==> src/rtl/inst_fetch_initiator.sv <==
// Instruction-bus initiator: holds the fetch PC, issues dual-word reads and
// buffers {pc, inst} pairs so the decoder can take up to two per cycle.
//
// state    | meaning
// ---------+-----------------------------------------------------------
// ST_FETCH | issuing reads whenever at least two queue slots are free
// ST_HALT  | misaligned redirect pending; no reads until aligned redirect
module inst_fetch_initiator #(
    parameter logic [31:0] RESET_PC = 32'hBFC0_0000,
    parameter int          DEPTH    = 8
) (
    input  logic        clk,
    input  logic        rst,
    output logic [31:0] bus_address,
    output logic        bus_read,
    input  logic        bus_stall,
    input  logic [31:0] bus_data_rd,
    input  logic [31:0] bus_data_rd_2,
    input  logic        redirect_valid,
    input  logic [31:0] redirect_pc,
    input  logic        pop_1,
    input  logic        pop_2,
    output logic        inst_valid_1,
    output logic [31:0] inst_1,
    output logic [31:0] pc_1,
    output logic        inst_valid_2,
    output logic [31:0] inst_2,
    output logic [31:0] pc_2,
    output logic        fetch_fault,
    output logic [31:0] fault_pc
);

    localparam int PW = $clog2(DEPTH);
    localparam int CW = PW + 1;

    typedef enum logic {
        ST_FETCH = 1'b0,
        ST_HALT  = 1'b1
    } state_t;

    state_t          state_q, state_d;
    logic [31:0]     pc_q, pc_d;
    logic [31:0]     fault_pc_q, fault_pc_d;
    logic [CW-1:0]   count_q, count_d;
    logic [PW-1:0]   rd_ptr_q, rd_ptr_d;
    logic [PW-1:0]   wr_ptr_q, wr_ptr_d;

    logic [31:0]     mem_pc   [DEPTH];
    logic [31:0]     mem_inst [DEPTH];

    logic            accept;
    logic            valid_1, valid_2;
    logic            do_pop_1, do_pop_2;
    logic [CW-1:0]   pop_cnt;
    logic [CW-1:0]   push_cnt;
    logic [PW-1:0]   rd_ptr_nx, wr_ptr_nx;

    assign rd_ptr_nx = rd_ptr_q + PW'(1);
    assign wr_ptr_nx = wr_ptr_q + PW'(1);

    assign valid_1 = (count_q >= CW'(1));
    assign valid_2 = (count_q >= CW'(2));

    // Registered count only: a pop in this cycle does not open room for a read.
    assign bus_read    = (state_q == ST_FETCH) && !rst && (count_q <= CW'(DEPTH - 2));
    assign bus_address = rst ? RESET_PC : pc_q;

    assign accept   = bus_read && !bus_stall && !redirect_valid;
    assign do_pop_1 = pop_1 && valid_1 && !redirect_valid;
    assign do_pop_2 = pop_1 && pop_2 && valid_2 && !redirect_valid;
    assign pop_cnt  = CW'(do_pop_1) + CW'(do_pop_2);
    assign push_cnt = accept ? CW'(2) : CW'(0);

    always_comb begin
        state_d    = state_q;
        pc_d       = pc_q;
        fault_pc_d = fault_pc_q;
        count_d    = count_q + push_cnt - pop_cnt;
        rd_ptr_d   = rd_ptr_q + PW'(pop_cnt);
        wr_ptr_d   = wr_ptr_q + PW'(push_cnt);

        if (redirect_valid) begin
            count_d  = '0;
            rd_ptr_d = '0;
            wr_ptr_d = '0;
            if (redirect_pc[1:0] != 2'b00) begin
                state_d    = ST_HALT;
                fault_pc_d = redirect_pc;
            end else begin
                state_d = ST_FETCH;
                pc_d    = redirect_pc;
            end
        end else if (accept) begin
            pc_d = pc_q + 32'd8;
        end
    end

    always_ff @(posedge clk) begin
        if (rst) begin
            state_q    <= ST_FETCH;
            pc_q       <= RESET_PC;
            fault_pc_q <= '0;
            count_q    <= '0;
            rd_ptr_q   <= '0;
            wr_ptr_q   <= '0;
        end else begin
            state_q    <= state_d;
            pc_q       <= pc_d;
            fault_pc_q <= fault_pc_d;
            count_q    <= count_d;
            rd_ptr_q   <= rd_ptr_d;
            wr_ptr_q   <= wr_ptr_d;
        end
    end

    // Storage needs no reset; the valid flags gate every read of it.
    always_ff @(posedge clk) begin
        if (accept) begin
            mem_pc[wr_ptr_q]    <= pc_q;
            mem_inst[wr_ptr_q]  <= bus_data_rd;
            mem_pc[wr_ptr_nx]   <= pc_q + 32'd4;
            mem_inst[wr_ptr_nx] <= bus_data_rd_2;
        end
    end

    assign inst_valid_1 = !rst && valid_1;
    assign inst_valid_2 = !rst && valid_2;
    assign pc_1   = inst_valid_1 ? mem_pc[rd_ptr_q]    : 32'd0;
    assign inst_1 = inst_valid_1 ? mem_inst[rd_ptr_q]  : 32'd0;
    assign pc_2   = inst_valid_2 ? mem_pc[rd_ptr_nx]   : 32'd0;
    assign inst_2 = inst_valid_2 ? mem_inst[rd_ptr_nx] : 32'd0;

    assign fetch_fault = !rst && (state_q == ST_HALT);
    assign fault_pc    = rst ? 32'd0 : fault_pc_q;

endmodule

==> config.mk <==
export PLATFORM = sky130hd
export DESIGN_NAME = inst_fetch_initiator
export DESIGN_NICKNAME = d
export VERILOG_FILES = /design/src/rtl/inst_fetch_initiator.sv
export SDC_FILE = /design/constraint.sdc
export NUM_CORES = 1
export LEC_CHECK = 0
export ABC_AREA = 0
export CORE_ASPECT_RATIO = 2
export CORE_MARGIN = 2
export CORE_UTILIZATION = 59
export DETAILED_ROUTE_END_ITERATION = 8
export PLACE_DENSITY = 0.87
export SETUP_SLACK_MARGIN = 0.4
export SKIP_LAST_GASP = 1
export SLEW_MARGIN = 20
export SYNTH_ARGS = -nofsm -noshare
export SYNTH_HDL_FRONTEND = slang
export SYNTH_SLANG_ARGS = --single-unit
==> constraint.sdc <==
create_clock -name clk -period 11.4 [get_ports clk]
set_input_delay 1.14 -clock clk [delete_from_list [all_inputs] [get_ports clk]]
set_output_delay 1.14 -clock clk [all_outputs]
set_load 0.02 [all_outputs]
=== Word level (Yosys, flattened, before mapping) ===
Memories as Yosys holds them, arrays and structs flattened. A register that Yosys moved wholly into a read port is not among the register bits.
Index checks and enable logic that the tools add are counted.

* Memories: 2
* RAM bits: 512
* Register bits: 75
* Word-level logic and storage cells: 57
* Bits of input ports: 102
* Output and inout port bits: 196

{| class="wikitable"
|+ Memories
! memory !! depth !! bits a word !! read ports !! clocked after Yosys merged registers in !! write ports !! line !! text
|-
| mem_inst || 8 || 32 || 2 || 1 || 2 || 49 || <nowiki>logic [31:0] mem_inst [DEPTH];</nowiki>
|-
| mem_pc || 8 || 32 || 2 || 1 || 2 || 48 || <nowiki>logic [31:0] mem_pc [DEPTH];</nowiki>
|}

* Order comparisons: 3
* Multiplexer cells: 15
* Reductions and logical operators: 20
* Bitwise operators: 1
* Eq/ne operators: 1
* Add/subtract/negate cells: 9

{| class="wikitable"
|+ Operators by type and width
! kind !! number
|-
| $mux W32 || 9
|-
| $add A32 B3 Y32 const B || 1
|-
| $add A32 B4 Y32 const B || 1
|-
| $logic_and A1 B1 Y1 || 12
|-
| $add A3 B1 Y3 const B || 2
|-
| $add A3 B2 Y3 || 2
|-
| $mux W3 || 2
|-
| $add A4 B2 Y4 || 1
|-
| $ge A4 B1 Y1 const B || 1
|-
| $ge A4 B2 Y1 const B || 1
|-
| $le A4 B3 Y1 const B || 1
|-
| $reduce_and A2 Y1 || 2
|-
| $reduce_bool A2 Y1 || 2
|-
| $sub A4 B2 Y4 || 1
|-
| $logic_not A1 Y1 || 3
|-
| $mux W1 || 3
|-
| $add A1 B1 Y2 || 1
|-
| $mux W2 || 1
|-
| $ne A2 B2 Y1 const B || 1
|-
| $reduce_or A2 Y1 || 1
|-
| $not A1 Y1 || 1
|}

=== Depth between registers and ports, before layout ===
* Depth in word-level cells: 8
* Depth in mapped cells: 12
* Gate-level depth less buffers: 12

=== Least setup slack after synthesis ===
OpenSTA, ideal clock, no wires.

* Kind: input -> register
* Start point: input port rst
* End point: memory mem_inst[6][0], enable pin
* Library setup time: 539 ps
* Cell stages on the path: 5
* Arrival: 5,547 ps
* Buffers on the path: 2
* Path slack: 5,314 ps
* Data required time: 10,861 ps
* Cells stage by stage: buf_2 > nor4bb_1 > o211ai_1 > inv_2 > buf_1

{| class="wikitable"
|+ RTL lines
! what !! line !! text
|-
| start, declared || 13 || <nowiki>input logic rst,</nowiki>
|-
| end, declared || 49 ||
|}

=== Worst setup path in the final report ===
* Start point: register rd_ptr_q[0]
* End point: output port pc_2[19]

* Word-level cells in the longest chain between the ends: 3

{| class="wikitable"
|+ RTL lines
! what !! line !! text
|-
| start, declared || 45 || <nowiki>logic [PW-1:0] rd_ptr_q, rd_ptr_d;</nowiki>
|-
| start signal, assigned || 111 || <nowiki>rd_ptr_q <= rd_ptr_d;</nowiki>
|-
| $add A3 B1 Y3 || 58 || <nowiki>assign rd_ptr_nx = rd_ptr_q + PW'(1);</nowiki>
|-
| $mem_v2 Z8 W32 || n/a ||
|-
| $mux W32 || 130 || <nowiki>assign pc_2 = inst_valid_2 ? mem_pc[rd_ptr_nx] : 32'd0;</nowiki>
|-
| end, declared || 28 || <nowiki>output logic [31:0] pc_2,</nowiki>
|}

Every way passes these cells.

==> metrics.yaml <==
die:
  num_rows: 118
  dieWidth_um: 166
  die_area_um2: 54300
  start_util: 0.596
  core-area_um2: 51800
  io_pins: 298
  dieHeight_um: 328
logic_synthesis:
  syn_nets: 2567
  syn_inst: 2452
  synth_warnings: 0
  synth_seq_area_share: 0.538
  synth_ff_type: "edfxtp_1"
  syn_area_um2: 30900
  synth_async_sr_flop_share: 0
  synth.distinct_cells: 67
  syn_area_per_cell_um2: 12.6
  ys_ff_latch: 578
  synth-edff-count: 504
cts:
  cts.sinks: 578
  cts_buffers: 50
  cts_tree: "done"
  clk_latency_ns: 0.59
  root_buffer: "clkbuf_16"
  post_cts_buffers: 0
  cts_hold_buf: 0
  clkTransAtPathRegs_ns: 0.07
  clock_path_buffers: 3
  h-tree-depth: 2
  cts_resized: 0
critical_path:
  worstSetupPathType: "reg -> out"
  worstPathArrival_ns: 4.69
  worstSetupEndpointType: "output port"
  cp_max_fo: 134
  r2r-start: "state_q$_SDFFE_PP0P_"
  start_kind: "flop"
  max_stage_delay_ns: 0.87
  cp_top_family: "buffers and inverters"
  worstPathRequired_ns: 10.26
  crit_path_start: "rd_ptr_q[0]$_SDFF_PP0_"
  cpMaxStageDelayCell: "dfxtp_4"
  crit_chain: "buf_12 > buf_6 > mux4_2 > nand2_1 > a21oi_1 > clkdlybuf4s50_1"
  worst-path-buf-inv: 3
timing:
  max_slew.worst_pin.slew_ns: 1.14
  finalCriticalPeriod_ns: 5.83
  rsz0062_at_grt: "no"
  setup-tns-final_ns: 0
  relSlewSlack: 0.233
  hold_viol_final: 0
  fin_skew_ns: 0.0190
  fmax_mhz: 171
  fin_crit_sh: 0.512
  finalSetupViolations: 0
  drv_slew: 0
route:
  viasPerCell: 6.60
  drc: 0
  vias: 22000
  routed_wl_um: 84700
  first_iter_violations: 2287
  final_antenna_net_count: 0
  drtPass1Iterations: 8
  wire_per_inst_um: 25.4
global_routing:
  grt_pass1_wl_um: 130000
  first_global_vias: 23100
  grt_max_degree: 135
  antenna_found_initial: 7
  grt.overflow.total: 0
  track_usage: 0.310
pwr:
  leakage_nw: 11.5
  ir_drop_v: 0.000122
  cellPowerDensity_nw_per_um2: 135
min_path:
  hold_class: "reg -> reg"
  hold_start: "fault_pc_q[17]$_SDFFE_PP0P_"
final_layout:
  synthToLayoutAreaGrowth_pct: 15.9
  fin_nets: 2742
  nFillCells: 3441
  fin_area_um2: 35800
  final_util: 0.691
  drive_gt1_frac: 0.157
place:
  gp_congestion: 0.901
  hpwl_um: 53200
  placed_cell_area_um2: 34100
  numPortBuffers: 297
run_status:
  status: "completed"
flow_run:
  max_cap_violations: 0
## cell usage after synthesis (all sizes together), types with 11 or more instances
| cell type | n | share of area |
|---|---|---|
| nor4 | 16 | 0.0047 |
| nand4 | 23 | 0.0051 |
| nor3 | 28 | 0.0050 |
| a21oi | 100 | 0.016 |
| nand2 | 645 | 0.078 |
| mux2i | 67 | 0.022 |
| or2 | 11 | 0.0022 |
| a2111oi | 15 | 0.0061 |
| buf | 115 | 0.019 |
| edfxtp | 504 | 0.49 |
| a211oi | 11 | 0.0028 |
| and2 | 16 | 0.0032 |
| xnor2 | 98 | 0.028 |
| inv | 20 | 0.0024 |
| xor2 | 20 | 0.0057 |
| nor2b | 55 | 0.011 |
| clkbuf | 93 | 0.011 |
| dfxtp | 74 | 0.048 |
| nand3 | 71 | 0.012 |
| nor2 | 113 | 0.014 |
| mux4 | 252 | 0.18 |
| a31oi | 11 | 0.0022 |
## power breakdown
part	switching [mW]	total (mW)	internal, mW	leakage [nW]
Clock	0.779	1.74	0.956	0.812
Sequential	0.0564	2.39	2.34	5.17
Combinational	0.387	0.695	0.308	5.52
Total	1.22	4.82	3.60	11.5
## area by class of cell
| type | count | area, µm² | area share |
|---|---|---|---|
| sequential | 578 | 16600 | 0.464 |
| multi-input combinational | 1643 | 13300 | 0.372 |
| timing repair buffer | 331 | 3240 | 0.0906 |
| clock buffer | 61 | 1380 | 0.0384 |
| tap | 660 | 826 | 0.0231 |
| clock inverter | 31 | 280 | 0.00783 |
| inverter | 23 | 106 | 0.00297 |
| antenna | 3 | 7.51 | 0.000210 |
## kinds of logic after synthesis
group,synth area share
simple gates,0.146
compound gates,0.0380
buf+inv,0.0329
mux,0.205
fa+ha+maj,0.00600
flops,0.538
xor+xnor,0.0335
## cells in the final DEF, fill, tap and decap left out, drive strengths merged, types with 67 or more instances in the layout
cell type      instances
nand3                 71
dfxtp                 74
nor2                 113
nand2                645
mux4                 252
a21oi                100
edfxtp               504
xnor2                 98
mux2i                 67
clkdlybuf4s50        296
## worst min-delay path: stages (launching register included)
cell and delay (ns):
dfxtp_1 0.31, nand2_1 0.05, a21oi_1 0.05
## through the flow
stage	instances	hold slack, ns	setup slack [ns]	power [mW]
2_1_floorplan	2452	0.432	5.31	2.83
3_3_place_gp	3235	0.439	6.09	3.10
3_5_place_dp	3235	0.445	5.93	3.13
4_1_cts	3327	0.455	5.31	4.84
5_1_grt	3330	0.473	5.31	4.96
6_report	3330	0.453	5.57	4.82
## state kept, by name, indices dropped and copies added (netlist names)
signal      flops
count_q         4
fault_pc_q     32
mem_inst      256
mem_pc        248
pc_q           32
rd_ptr_q        3
state_q         1
wr_ptr_q        2
## worst paths after layout
kind | end | slack, ns | cells after the start
setup / recovery | pc_2[19] | 5.57 | 6
hold / removal | fault_pc_q[17]$_SDFFE_PP0P_ | 0.45 | 2
setup reg to reg | mem_pc[1][5]$_DFFE_PP_ | 7.19 | 6
hold reg to reg | fault_pc_q[17]$_SDFFE_PP0P_ | 0.45 | 2
## metal layers
metal	global-route usage	wire length (µm)
met5	0	47
met4	0.176	4750
met3	0.0558	7760
met2	0.545	44500
met1	0.357	27700
(Power assumes the default switching activity.)
